<file path="src/rtl/delay_line_sampler.sv">
// Host-side sequencer for the delay-line tile: resets it, runs N launch/settle/capture/clear
// rounds, decodes each thermometer capture and returns the summed tap count with an error flag.
module delay_line_sampler #(
    parameter int unsigned SETTLE_CYCLES = 4,
    parameter int unsigned RST_CYCLES    = 8
) (
    input  logic        clk,
    input  logic        rst_n,
    input  logic        i_cmd_valid,
    output logic        o_cmd_ready,
    input  logic [7:0]  i_cmd_samples,
    output logic        o_res_valid,
    input  logic        i_res_ready,
    output logic [15:0] o_res_sum,
    output logic        o_res_err,
    output logic        o_dut_rst_n,
    output logic        o_dut_ena,
    output logic [7:0]  o_dut_ui_in,
    input  logic [7:0]  i_dut_uo_out
);

    localparam int unsigned RstW = (RST_CYCLES > 1) ? $clog2(RST_CYCLES) : 1;
    localparam int unsigned SetW = (SETTLE_CYCLES > 1) ? $clog2(SETTLE_CYCLES) : 1;

    typedef enum logic [2:0] {
        StDrst, StIdle, StLaunch, StSettle, StSample, StClear, StDone
    } state_e;

    state_e      r_state, w_state_next;
    logic [RstW-1:0] r_rst_cnt, w_rst_cnt_next;
    logic [SetW-1:0] r_settle_cnt, w_settle_cnt_next;
    logic [8:0]  r_remain, w_remain_next;
    logic [15:0] r_sum, w_sum_next;
    logic        r_err, w_err_next;
    logic [7:0]  r_sync1, r_sync2;
    logic [7:0]  r_ui_in, w_ui_in_next;
    logic [3:0]  w_pop;
    logic        w_code_valid;

    // A thermometer code plus one is a power of two (or wraps to zero for 0xFF).
    always_comb begin
        w_pop = 4'd0;
        for (int i = 0; i < 8; i++) begin
            w_pop = w_pop + {3'b000, r_sync2[i]};
        end
        w_code_valid = ((r_sync2 & (r_sync2 + 8'd1)) == 8'd0);
    end

    always_comb begin
        w_state_next      = r_state;
        w_rst_cnt_next    = r_rst_cnt;
        w_settle_cnt_next = r_settle_cnt;
        w_remain_next     = r_remain;
        w_sum_next        = r_sum;
        w_err_next        = r_err;
        unique case (r_state)
            StDrst: begin
                if (r_rst_cnt == RstW'(RST_CYCLES - 1)) begin
                    w_state_next = StIdle;
                end else begin
                    w_rst_cnt_next = r_rst_cnt + 1'b1;
                end
            end
            StIdle: begin
                if (i_cmd_valid) begin
                    w_remain_next = {(i_cmd_samples == 8'd0), i_cmd_samples};
                    w_sum_next    = 16'd0;
                    w_err_next    = 1'b0;
                    w_state_next  = StLaunch;
                end
            end
            StLaunch: begin
                w_settle_cnt_next = '0;
                w_state_next      = StSettle;
            end
            StSettle: begin
                if (r_settle_cnt == SetW'(SETTLE_CYCLES - 1)) begin
                    w_state_next = StSample;
                end else begin
                    w_settle_cnt_next = r_settle_cnt + 1'b1;
                end
            end
            StSample: begin
                w_sum_next = r_sum + {12'd0, w_pop};
                if (!w_code_valid) begin
                    w_err_next = 1'b1;
                end
                w_state_next = StClear;
            end
            StClear: begin
                w_remain_next = r_remain - 9'd1;
                w_state_next  = (r_remain == 9'd1) ? StDone : StLaunch;
            end
            StDone: begin
                if (i_res_ready) begin
                    w_state_next = StIdle;
                end
            end
            default: w_state_next = StDrst;
        endcase
    end

    // Pulses are registered from the next state so they line up with LAUNCH/CLEAR exactly.
    always_comb begin
        w_ui_in_next = {6'd0, (w_state_next == StClear), (w_state_next == StLaunch)};
    end

    always_ff @(posedge clk or negedge rst_n) begin
        if (!rst_n) begin
            r_state      <= StDrst;
            r_rst_cnt    <= '0;
            r_settle_cnt <= '0;
            r_remain     <= 9'd0;
            r_sum        <= 16'd0;
            r_err        <= 1'b0;
            r_sync1      <= 8'd0;
            r_sync2      <= 8'd0;
            r_ui_in      <= 8'd0;
        end else begin
            r_state      <= w_state_next;
            r_rst_cnt    <= w_rst_cnt_next;
            r_settle_cnt <= w_settle_cnt_next;
            r_remain     <= w_remain_next;
            r_sum        <= w_sum_next;
            r_err        <= w_err_next;
            r_sync1      <= i_dut_uo_out;
            r_sync2      <= r_sync1;
            r_ui_in      <= w_ui_in_next;
        end
    end

    assign o_cmd_ready = (r_state == StIdle);
    assign o_res_valid = (r_state == StDone);
    assign o_res_sum   = r_sum;
    assign o_res_err   = r_err;
    assign o_dut_rst_n = (r_state != StDrst);
    assign o_dut_ena   = (r_state != StDrst);
    assign o_dut_ui_in = r_ui_in;

endmodule

</file>
<file path="config.mk">
export PLATFORM = sky130hd
export DESIGN_NAME = delay_line_sampler
export DESIGN_NICKNAME = d
export VERILOG_FILES = /design/src/rtl/delay_line_sampler.sv
export SDC_FILE = /design/constraint.sdc
export NUM_CORES = 1
export LEC_CHECK = 0
export ABC_AREA = 0
export CAP_MARGIN = 20
export CORE_MARGIN = 5
export CORE_UTILIZATION = 47
export DETAILED_ROUTE_END_ITERATION = 10
export PLACE_DENSITY = 0.83
export SETUP_SLACK_MARGIN = 0.5
export SLEW_MARGIN = 10
export SYNTH_ARGS = -nofsm -noshare
export SYNTH_HDL_FRONTEND = slang
export SYNTH_SLANG_ARGS = --single-unit
</file>
<file path="constraint.sdc">
create_clock -name clk -period 3.7 [get_ports clk]
set_input_delay 0.74 -clock clk [delete_from_list [all_inputs] [get_ports clk]]
set_output_delay 0.74 -clock clk [all_outputs]
set_load 0.05 [all_outputs]
</file>
==> flow_summary.json <==
{
  "p_sw_w": 0.000970,
  "p_per_area_nw_per_um2": 666,
  "critPathRequiredTime_ps": 3900,
  "nets": 340,
  "p_int_w": 0.00125,
  "ys_seq_elements": 52,
  "switching_share_pct": 43.8,
  "drive_gt1_share_pct": 10.5,
  "antenna_found_initial": 0,
  "grt_max_degree": 32,
  "run_status": "finished, final reports clean",
  "rsz0062_at_grt": "yes",
  "start_util_pct": 48.4,
  "die_y_um": 85.5,
  "grt_overflow_total": 0,
  "ys.warnings.count": 0,
  "die_area_um2": 7320,
  "yosys.area.top_type_share_pct": 48.5,
  "ys_types": 48,
  "clock_path_buffers": 2,
  "critical_path_class": "flop to flop",
  "synth-edff-count": 0,
  "period_needed_ps": 3440,
  "grtUsageTotal_pct": 16.3,
  "fillCellCount": 472,
  "area_delta_synth_final_pct": 24.1,
  "wl_um": 5680,
  "clock_skew_ps": 5.42,
  "arrival_ps": 3640,
  "clk_pin_slew_worst_paths_ps": 90,
  "synth_area_leader_cell": "dfrtp_1",
  "crit_fanout": 6,
  "fin_crit_sh_pct": 93.0,
  "fin_tns_setup_ps": 0,
  "leakagePower_nw": 1.55,
  "coreArea_um2": 5540,
  "cts_htree_levels": 2,
  "clkPwrFrac_pct": 15.2,
  "drt_iter0_drc": 52,
  "combPwrFrac_pct": 51.1,
  "fin_ws_ps": 260,
  "dr.pass1.iters": 4,
  "relSlewSlack_pct": 55.9,
  "async_flop_share_pct": 100,
  "ff2ff_setup_slack_ps": 260,
  "synth_flop_cell": "dfrtp_1",
  "portBuffers": 42,
  "peakVddDrop_uv": 447,
  "avgViaCountPerCell": 5.44,
  "holdCritPathClass": "flop to flop",
  "yosysMostFrequentCell": "dfrtp_1",
  "clock_latency_ps": 300,
  "postSynthCellCount": 258,
  "grt_pass1_vias": 2032,
  "drc": 0,
  "gp_congestion": 0.833,
  "vias": 2051,
  "synth_commonest_cells": "52 x dfrtp_1, 34 x nand2_1, 17 x inv_1, 17 x nor2_1, 15 x mux2i_1",
  "cp-start-kind": "flop",
  "yosysSeqAreaShare_pct": 48.5,
  "drv_cap": 0,
  "antenna_left": 0,
  "die_w_um": 85.5,
  "netlist_area_um2": 2680,
  "pwr-share-seq_pct": 33.8,
  "numCtsBuffers": 5,
  "avgRoutedWirePerCell_um": 15.1,
  "root_buffer": "clkbuf_8",
  "synth.avg_cell_area_um2": 10.4,
  "final_hold_viol_count": 0,
  "dp_slack_ps": 242,
  "num_rows": 27,
  "clkSinkCount": 52,
  "synthTopCellsByArea": "dfrtp_1 49%, mux2i_1 5.6%, ha_1 5.1%",
  "post-dp-hpwl_um": 4200,
  "pin_count": 49,
  "grt_pass1_wl_um": 9550,
  "final-max-slew-violation-count": 0,
  "max_freq_mhz": 291,
  "setup_viol": 0,
  "worst_pin_slew_ps": 662,
  "num_antenna_cells": 0,
  "cts_tree": "yes",
  "endpoint_kind": "flop"
}
path summary, 6_finish.rpt:
path / startpoint / cells after the start / to
max reg2reg: o_res_sum[0] / 10 / o_res_sum[12]
max in group asynchronous: rst_n / 2 / o_res_sum[3]
min: r_sync1[6] / 0 / r_sync2[6]
max: o_res_sum[0] / 10 / o_res_sum[12]
min reg2reg: r_sync1[6] / 0 / r_sync2[6]
min in group asynchronous: rst_n / 1 / r_remain[1]
layout make-up:
cell class / count / area, um2 / area share, %
Clock inverter: 1 / 7.51 / 0.226
Clock buffer: 7 / 86.3 / 2.59
Multi-Input combinational cell: 178 / 1300 / 39.1
Timing Repair Buffer: 50 / 475 / 14.3
Sequential cell: 52 / 1300 / 39.1
Tap cell: 72 / 90.1 / 2.71
Inverter: 17 / 63.8 / 1.92
through the flow:
stage / util [%] / area [um2] / cells / hold WS, ps / total power (W)
4_1_cts: 59.2 / 3280 / 373 / 359 / 0.00215
2_1_floorplan: - / 2730 / 263 / 331 / 0.00147
5_1_grt: 60.1 / 3330 / 377 / 364 / 0.00236
3_5_place_dp: 57.2 / 3170 / 364 / 337 / 0.00178
6_report: 60.1 / 3330 / 377 / 356 / 0.00222
3_3_place_gp: 57.2 / 3170 / 364 / 333 / 0.00174
state kept, by name, summed over array words and instances, names as in the netlist:
name and flops:
r_settle_cnt 2, r_state 3, o_res_sum 16, r_remain 9, r_sync1 8, o_dut_ui_in 2
o_res_err 1, r_sync2 8, r_rst_cnt 3
placed cells by master, fill, tap and decap left out, types with 2 or more instances in the layout:
cell / instances
o32a_1: 2
a22o_1: 2
nor2_1: 17
mux2i_1: 15
ha_1: 11
mux2_2: 2
a22oi_1: 2
and2_1: 2
fa_2: 2
o311ai_0: 4
nand2b_1: 4
a21oi_1: 7
dfrtp_1: 51
nand4_1: 2
inv_1: 17
and3_1: 3
fa_1: 3
o211ai_1: 6
a21oi_4: 2
nor3_1: 3
clkdlybuf4s50_1: 41
buf_4: 8
nand2b_4: 2
or3_1: 2
o21ai_0: 9
clkbuf_8: 6
conb_1: 6
nand2_1: 34
nand3_1: 3
a211oi_1: 2
nor4_1: 5
o22ai_1: 4
nor2b_1: 2
cells by family after synthesis:
kind of cell | synth area share (%)
simple gates | 17.5
flops | 48.5
compound gates | 12.6
buf+inv | 5.60
mux | 6.44
fa+ha+maj | 8.87
other cells | 0.140
xor+xnor | 0.327
routing by layer:
| layer | vias up | share of wire, % | global-route usage, % |
|---|---|---|---|
| li1 | 990 | - | - |
| met1 | 1005 | 44 | 21.4 |
| met2 | 51 | 50 | 27.1 |
| met3 | 5 | 4.7 | 3.17 |
| met4 | 0 | 1.3 | 5.32 |
| met5 | - | 0 | 0 |
critical path, stage by stage, from the launching register on:
cell and delay, ps:
dfrtp_2 420, fa_1 530, inv_1 50, fa_1 510, fa_1 440, fa_2 370
fa_2 360, nand2b_4 160, a21oi_4 220, nand4_1 140, mux2i_1 140
power by group through the flow:
stage / clock network [W] / registers [W] / logic [W]
2_1_floorplan: 0 / 0.00103 / 0.000437
3_3_place_gp: 0 / 0.000755 / 0.000989
3_5_place_dp: 0 / 0.000762 / 0.00102
4_1_cts: 0.000346 / 0.000749 / 0.00105
5_1_grt: 0.000369 / 0.000767 / 0.00123
6_report: 0.000336 / 0.000749 / 0.00113
repair_timing:
item                                    CTS  global route
pin swaps                                 2             3
resized for setup                         1             3
cloned                                    0             0
buffers inserted                          1             4
hold buffers                              0             0
endpoints found under the setup margin   13            13
(Power assumes the default switching activity.)
